File: src/rtl/taxi_pkg.sv
// Shared widths, limits and helpers for the taxi meter BCD datapath.
package taxi_pkg;

    localparam int unsigned DIGIT_W    = 4;
    localparam int unsigned FARE_IN_W  = 12;
    localparam int unsigned BCD_OUT_W  = 16;
    localparam int unsigned NUM_DIGITS = BCD_OUT_W / DIGIT_W;

    localparam logic [BCD_OUT_W-1:0] BCD_MAX_4D = 16'h9999;

    // Elaboration-time conversion so run-time comparisons stay in the BCD domain.
    function automatic logic [BCD_OUT_W-1:0] bin_to_bcd4(input int unsigned value);
        logic [BCD_OUT_W-1:0] result;
        int unsigned          rem;
        result = '0;
        rem    = value;
        for (int unsigned i = 0; i < NUM_DIGITS; i++) begin
            result[i*DIGIT_W +: DIGIT_W] = DIGIT_W'(rem % 10);
            rem = rem / 10;
        end
        return result;
    endfunction

endpackage

File: src/rtl/bcd_add4.sv
// Combinational 4-digit packed-BCD adder with decimal carry-out.
module bcd_add4
    import taxi_pkg::*;
(
    input  logic [BCD_OUT_W-1:0] a,
    input  logic [BCD_OUT_W-1:0] b,
    output logic [BCD_OUT_W-1:0] sum,
    output logic                 cout
);

    logic [DIGIT_W:0] digit;
    logic             carry;

    always_comb begin
        sum   = '0;
        digit = '0;
        carry = 1'b0;
        for (int unsigned i = 0; i < NUM_DIGITS; i++) begin
            digit = {1'b0, a[i*DIGIT_W +: DIGIT_W]} + {1'b0, b[i*DIGIT_W +: DIGIT_W]}
                  + {{DIGIT_W{1'b0}}, carry};
            // Adding 6 to a digit above 9 skips the six unused codes and sets bit 4.
            if (digit > 5'd9) begin
                digit = digit + 5'd6;
                carry = 1'b1;
            end else begin
                carry = 1'b0;
            end
            sum[i*DIGIT_W +: DIGIT_W] = digit[DIGIT_W-1:0];
        end
        cout = carry;
    end

endmodule

File: src/rtl/distance_fare.sv
// Distance/fare BCD accumulator clocked by the 10 m odometer pulse.
// Optional registered saturation flag: define DISTANCE_FARE_FULL_FLAG_EN.
module distance_fare
    import taxi_pkg::*;
#(
    parameter int unsigned BASE_PULSES = 0
) (
    input  logic                 ten_meter_pulse,
    input  logic                 rst_n,
    input  logic                 en,
    input  logic [FARE_IN_W-1:0] distance_fare_per_pulse,
    input  logic [FARE_IN_W-1:0] s_fare,
    output logic [BCD_OUT_W-1:0] distance_bcd,
    output logic [BCD_OUT_W-1:0] distance_fare_bcd
`ifdef DISTANCE_FARE_FULL_FLAG_EN
    ,
    output logic                 full
`endif
);

    localparam logic [BCD_OUT_W-1:0] BASE_BCD = bin_to_bcd4(BASE_PULSES);

    logic [BCD_OUT_W-1:0] dist_sum;
    logic                 dist_cout;
    logic [BCD_OUT_W-1:0] fare_sum;
    logic                 fare_cout;
    logic                 step;
    logic                 charge;
    logic [BCD_OUT_W-1:0] fare_next;

    bcd_add4 u_dist_add (
        .a    (distance_bcd),
        .b    (16'h0001),
        .sum  (dist_sum),
        .cout (dist_cout)
    );

    bcd_add4 u_fare_add (
        .a    (distance_fare_bcd),
        .b    ({4'h0, distance_fare_per_pulse}),
        .sum  (fare_sum),
        .cout (fare_cout)
    );

    // Carry out of the +1 only happens at 9999, so it doubles as the stop condition.
    // Packed BCD orders like the decimal value, so >= works digit-agnostic.
    always_comb begin
        step      = en && !dist_cout;
        charge    = distance_bcd >= BASE_BCD;
        fare_next = fare_cout ? BCD_MAX_4D : fare_sum;
    end

    always_ff @(posedge ten_meter_pulse) begin
        if (!rst_n) begin
            distance_bcd      <= '0;
            distance_fare_bcd <= {4'h0, s_fare};
        end else if (step) begin
            distance_bcd <= dist_sum;
            if (charge) begin
                distance_fare_bcd <= fare_next;
            end
        end
    end

`ifdef DISTANCE_FARE_FULL_FLAG_EN
    always_ff @(posedge ten_meter_pulse) begin
        if (!rst_n) begin
            full <= 1'b0;
        end else if (step && (dist_sum == BCD_MAX_4D || (charge && fare_next == BCD_MAX_4D))) begin
            full <= 1'b1;
        end
    end
`endif

endmodule

File: config.mk
export PLATFORM = sky130hd
export DESIGN_NAME = distance_fare
export DESIGN_NICKNAME = d
export VERILOG_FILES = /design/src/rtl/taxi_pkg.sv /design/src/rtl/bcd_add4.sv /design/src/rtl/distance_fare.sv
export SDC_FILE = /design/constraint.sdc
export NUM_CORES = 1
export LEC_CHECK = 0
export ABC_CLOCK_PERIOD_IN_PS = 8800
export BUFFER_PORTS_ARGS = -buffer_cell sky130_fd_sc_hd__buf_4
export CORE_ASPECT_RATIO = 1.1
export CORE_MARGIN = 3
export CORE_UTILIZATION = 45
export CTS_BUF_LIST = sky130_fd_sc_hd__clkbuf_4 sky130_fd_sc_hd__clkbuf_8 sky130_fd_sc_hd__clkbuf_16
export CTS_CLUSTER_DIAMETER = 200
export CTS_CLUSTER_SIZE = 20
export DETAILED_ROUTE_END_ITERATION = 7
export HOLD_SLACK_MARGIN = 0.1
export PLACE_DENSITY = 0.77
export SLEW_MARGIN = 20
export SYNTH_ARGS = -nofsm -noshare
export SYNTH_HDL_FRONTEND = slang
export SYNTH_SLANG_ARGS = --single-unit
File: constraint.sdc
create_clock -name ten_meter_pulse -period 8.8 [get_ports ten_meter_pulse]
set_clock_uncertainty 0.05 [all_clocks]
set_input_delay 0.44 -clock ten_meter_pulse [delete_from_list [all_inputs] [get_ports ten_meter_pulse]]
set_output_delay 0.44 -clock ten_meter_pulse [all_outputs]
set_load 0.01 [all_outputs]
Word-level counts from Yosys, hierarchy flattened

Cells that the tools add are included.

Order comparisons: 9
Add/sub/neg operators: 18
Multiplexer cells: 20
Reduce and logical (&&, ||, !) cells: 4
Equality and inequality tests: 2

Operator list:

| kind                                                                                  | count |
|---|---|
| 5-bit by 4-bit > comparator with 1-bit output (second input constant)                 | 8 |
| 12-bit 2-to-1 mux                                                                     | 3 |
| 4-bit by 3-bit adder with 4-bit output (second input constant)                        | 8 |
| 4-bit 2-to-1 mux                                                                      | 8 |
| 4-bit by 1-bit adder with 5-bit output                                                | 4 |
| 16-bit by 1-bit greater-or-equal comparator with 1-bit output (second input constant) | 1 |
| 16-bit 2-to-1 mux                                                                     | 1 |
| 4-bit by 4-bit adder with 5-bit output                                                | 3 |
| 5-bit by 1-bit adder with 5-bit output                                                | 2 |
| 1-bit 2-to-1 mux                                                                      | 8 |
| 4-bit by 1-bit adder with 5-bit output (second input constant)                        | 1 |
| 2-bit by 1-bit inequality test with 1-bit output (second input constant)              | 2 |
| 2-bit AND reduction                                                                   | 2 |
| 1-bit logical AND                                                                     | 1 |
| 1-bit zero test                                                                       | 1 |

Bits of input ports: 27
Bits in registers: 32
Word-level logic and storage cells: 56

Logic depth before layout (Yosys ltp)

Word-level depth: 16
Mapped depth: 33

Modules after synthesis

A second synthesis with hierarchy kept.

Cell total of the unflattened synthesis: 363
Area, all modules: 3,195.6 um2

Modules (own cells, without submodules):

| module        | cells an instance | area an instance (um2) | instances |
|---|---|---|---|
| bcd_add4      | 115               | 952.2                  | 2 |
| distance_fare | 133               | 1,291.2                | 1 |

Worst setup path before layout

No wires, ideal clock.

Kind: register -> register
From: register distance_bcd[0]
To: register distance_fare_bcd[0] (enable)
Path slack: 2,072 ps
Cell stages (with the launch flop): 32
Arrival time: 6,344 ps
Period minus slack after synthesis: 6,728 ps
Cell sequence: dfxtp_1 -> inv_1 -> ha_1 -> inv_1 -> ha_1 -> nor2_1 -> o311a_1 -> a211oi_2 -> inv_1 -> ha_1 -> ha_1 -> xnor2_1 -> ha_1 -> a21boi_0 -> a31o_2 -> o21ai_0 -> ha_1 -> ha_1 -> xnor2_1 -> ha_1 -> a21boi_0 -> a31o_2 -> o21ai_1 -> ha_1 -> ha_1 -> xnor2_1 -> ha_1 -> and3b_1 -> a41o_2 -> a22oi_2 -> buf_2 -> nand2_1

Longest elaborated chain between the ends: 16

Ends and longest elaborated chain:

| what                                                              | RTL line            | RTL |
|---|---|---|
| from (decl)                                                       | distance_fare.sv:13 | `output logic [BCD_OUT_W-1:0] distance_bcd,` |
| from (signal assigned)                                            | distance_fare.sv:58 | `distance_bcd <= dist_sum;` |
| 4-bit by 1-bit adder with 5-bit output                            | bcd_add4.sv:19      | `digit = {1'b0, a[i*DIGIT_W +: DIGIT_W]} + {1'b0, b[i*DIGIT_W +: DIGIT_W]}` |
| 5-bit by 4-bit > comparator with 1-bit output                     | bcd_add4.sv:22      | `if (digit > 5'd9) begin` |
| 1-bit 2-to-1 mux                                                  | bcd_add4.sv:22      |  |
| 4-bit by 1-bit adder with 5-bit output                            | bcd_add4.sv:20      | `+ {{DIGIT_W{1'b0}}, carry};` |
| 5-bit by 4-bit > comparator with 1-bit output                     | bcd_add4.sv:22      |  |
| 1-bit 2-to-1 mux                                                  | bcd_add4.sv:22      |  |
| 4-bit by 1-bit adder with 5-bit output                            | bcd_add4.sv:20      |  |
| 5-bit by 4-bit > comparator with 1-bit output                     | bcd_add4.sv:22      |  |
| 1-bit 2-to-1 mux                                                  | bcd_add4.sv:22      |  |
| 4-bit by 1-bit adder with 5-bit output                            | bcd_add4.sv:20      |  |
| 5-bit by 4-bit > comparator with 1-bit output                     | bcd_add4.sv:22      |  |
| 1-bit 2-to-1 mux                                                  | bcd_add4.sv:22      |  |
| 1-bit zero test                                                   | distance_fare.sv:48 | `step = en && !dist_cout;` |
| 1-bit logical AND                                                 | distance_fare.sv:48 |  |
| 2-bit by 1-bit inequality test with 1-bit output (no source line) | -                   |  |
| 2-bit AND reduction (no source line) (*)                          | -                   |  |
| to (signal assigned)                                              | distance_fare.sv:56 | `distance_fare_bcd <= {4'h0, s_fare};` |
| to (signal assigned)                                              | distance_fare.sv:60 | `distance_fare_bcd <= fare_next;` |
| to (decl)                                                         | distance_fare.sv:14 | `output logic [BCD_OUT_W-1:0] distance_fare_bcd` |

Every way passes the cells marked *; elsewhere a longest branch is shown, timed or not.
A chain may end at the register's enable or synchronous reset.

Final worst setup path

From: register distance_bcd[0]
To: register distance_fare_bcd[5] (enable)

The elaborated chain is that of the path after synthesis.

==> flow_summary.json <==
{
  "drc": 0,
  "grt_usage": 0.188,
  "die_area_um2": 6580,
  "core_area_um2": 5430,
  "critPathRequiredTime_ns": 8.67,
  "synth_edf_count": 12,
  "hp-class": "input port to flop",
  "synth_area_per_cell_um2": 9.00,
  "core.rowCount": 28,
  "place_ws_ns": 1.20,
  "status": "complete, no violations",
  "finalNetCount": 401,
  "critPathLaunchType": "flop",
  "slew_headroom": 0.511,
  "cts_buffer_depth": 2,
  "clock_latency_ns": 0.28,
  "syn-instance-count": 282,
  "power.leakage_nw": 1.39,
  "grt_max_degree": 28,
  "clk_pin_slew_worst_paths_ns": 0.08,
  "cts.htree.levels": 2,
  "max_freq_ghz": 0.131,
  "ioPinCount": 59,
  "syn_area_um2": 2540,
  "finalCritPeriodShare": 0.869,
  "layout_common_cells": "58 x buf_4, 29 x ha_1, 24 x nand2_1",
  "grt_pass1_wl_mm": 10.2,
  "layout-drive-gt1-share": 0.246,
  "cts_buffers": 5,
  "die_w_um": 77.6,
  "num_vias": 2232,
  "setup_slack_ns": 1.16,
  "ant_nets": 0,
  "fin_util": 0.580,
  "gp_congestion": 0.772,
  "syn_to_final_growth_pct": 24.1,
  "max_stage_delay_ns": 0.49,
  "finalMaxSlewViolations": 0,
  "critPathMaxFanout": 13,
  "totalWireLength_mm": 5.98,
  "worstMarginPinSlew_ns": 0.734,
  "synth_ff_type": "dfxtp_1",
  "wl_per_cell_um": 14.4,
  "antenna_cells": 0,
  "cts_root_buf": "clkbuf_8",
  "grt_pass1_vias": 2301,
  "ys_types": 56,
  "p_per_area_nw_per_um2": 313,
  "setup_viol": 0,
  "yosysSeqAreaShare": 0.300,
  "cpMostUsedCell": "ha_1",
  "antenna_found_initial": 0,
  "hold_viol": 0,
  "cts-resized-gates": 0,
  "dr.pass1.iters": 4,
  "post-dp-hpwl_mm": 4.61,
  "cts_tree": "built",
  "postCtsSetupBuffers": 0,
  "synth_fp_nets": 343,
  "vias_per_cell": 5.37,
  "dieHeight_um": 84.8,
  "max-cap-violations": 0,
  "start_util": 0.468,
  "final_common_cell": "buf_4",
  "initialDrtViolationCount": 86,
  "worstPathArrival_ns": 7.51,
  "synth-seq-cells": 32,
  "critPathSlowestCell": "a22oi_2",
  "cp-end-kind": "flop",
  "cts_hold_buf": 0,
  "rsz0062_at_grt": "no",
  "critPathKind": "flop to flop",
  "setup_tns_ns": 0,
  "ir_drop_v": 0.000161,
  "period_needed_ns": 7.64,
  "synthArstFlopShare": 0,
  "grt_overflow_total": 0,
  "yosys_warnings": 0,
  "cts_num_sinks": 32,
  "portBuffers": 58
}
==> final cells by class <==
class                      count  area [µm²]
timing repair buffer          58         435
inverter                      24        90.1
fill                         482        2280
sequential                    32         761
multi-input combinational    219        1660
clock inverter                 2        35.0
tap                           75        93.8
clock buffer                   6        76.3
==> power breakdown <==
group | switching (W) | internal [W] | leakage [nW]
Combinational | 0.000295 | 0.000305 | 1.05
Clock | 0.0000547 | 0.0000871 | 0.0586
Sequential | 0.0000365 | 0.000208 | 0.288
Total | 0.000386 | 0.000599 | 1.39
==> per-stage QoR <==
step | hold slack [ns] | instances | total power [W] | cell area [µm²]
after floorplan | 0.442 | 282 | 0.000692 | 2540
after global placement | 0.424 | 408 | 0.000829 | 3040
after detailed placement | 0.430 | 408 | 0.000848 | 3040
after CTS | 0.331 | 416 | 0.000995 | 3150
after global routing | 0.337 | 416 | 0.00109 | 3150
final | 0.336 | 416 | 0.000986 | 3150
==> routing by layer <==
| metal | track usage | vias up | part of all wire |
|---|---|---|---|
| met1 | 0.223 | 1044 | 0.43 |
| met2 | 0.347 | 62 | 0.51 |
| met5 | 0 | - | 0 |
| li1 | - | 1116 | - |
| met3 | 0.0397 | 10 | 0.045 |
| met4 | 0.0388 | 0 | 0.015 |
==> synth_stat cells (2+ instances only) <==
cell type   n  share of area
buf_2       2         0.0039
and2_1      3         0.0074
fa_1        5          0.039
o31ai_1     2         0.0059
inv_1      23          0.034
a21boi_0    2         0.0059
edfxtp_1   12           0.14
mux2_2      3          0.013
a31oi_1     4         0.0099
o21a_1      2         0.0059
clkbuf_1    5         0.0074
a21o_1      5          0.015
dfxtp_1    20           0.16
xor2_1      4          0.014
o2bb2ai_1   3          0.010
nand3_1    11          0.022
nand2b_1    6          0.015
nand2_1    24          0.035
a31o_2      4          0.014
nor2_1     22          0.033
o22ai_1     3         0.0074
o21ai_0    14          0.028
ha_1       29           0.14
xnor2_1    16          0.055
o21ai_1     2         0.0039
nor2b_1     8          0.020
a21oi_1    18          0.035
a211oi_1    2         0.0059
==> path summary, 6_finish.rpt <==
path | from | endpoint | slack, ns | cells after the start
setup reg to reg | distance_bcd[0] | distance_fare_bcd[5] | 1.16 | 30
hold reg to reg | distance_bcd[12] | distance_bcd[12] | 0.44 | 2
setup / recovery | distance_bcd[0] | distance_fare_bcd[5] | 1.16 | 30
hold / removal | en | distance_bcd[15] | 0.34 | 2
==> worst max-delay path, delay by kind of cell, from the launching register on <==
kind                     cells  cell delay, ns
AO/OA/AOI/OAI               10            2.40
XOR/XNOR                     3            0.77
adder cells (fa/ha/maj)     11            2.70
buffers and inverters        3            0.28
AND/OR/NAND/NOR              3            0.69
flip-flops                   1            0.42
==> sequential cells by signal, indices dropped and copies added, names as in the netlist <==
name               flops
distance_fare_bcd     16
distance_bcd          16
==> kinds of logic after synthesis <==
| kind of cell | Yosys count | synth area share |
|---|---|---|
| xor gates and xnor gates | 20 | 0.0690 |
| adders and majority gates | 34 | 0.182 |
| buffers and inverters | 31 | 0.0468 |
| AOI/OAI and AO/OA | 75 | 0.205 |
| muxes | 5 | 0.0227 |
| DFF | 32 | 0.300 |
| and+or+nand+nor | 85 | 0.175 |
No activity file was read; power rests on OpenSTA's default activity.
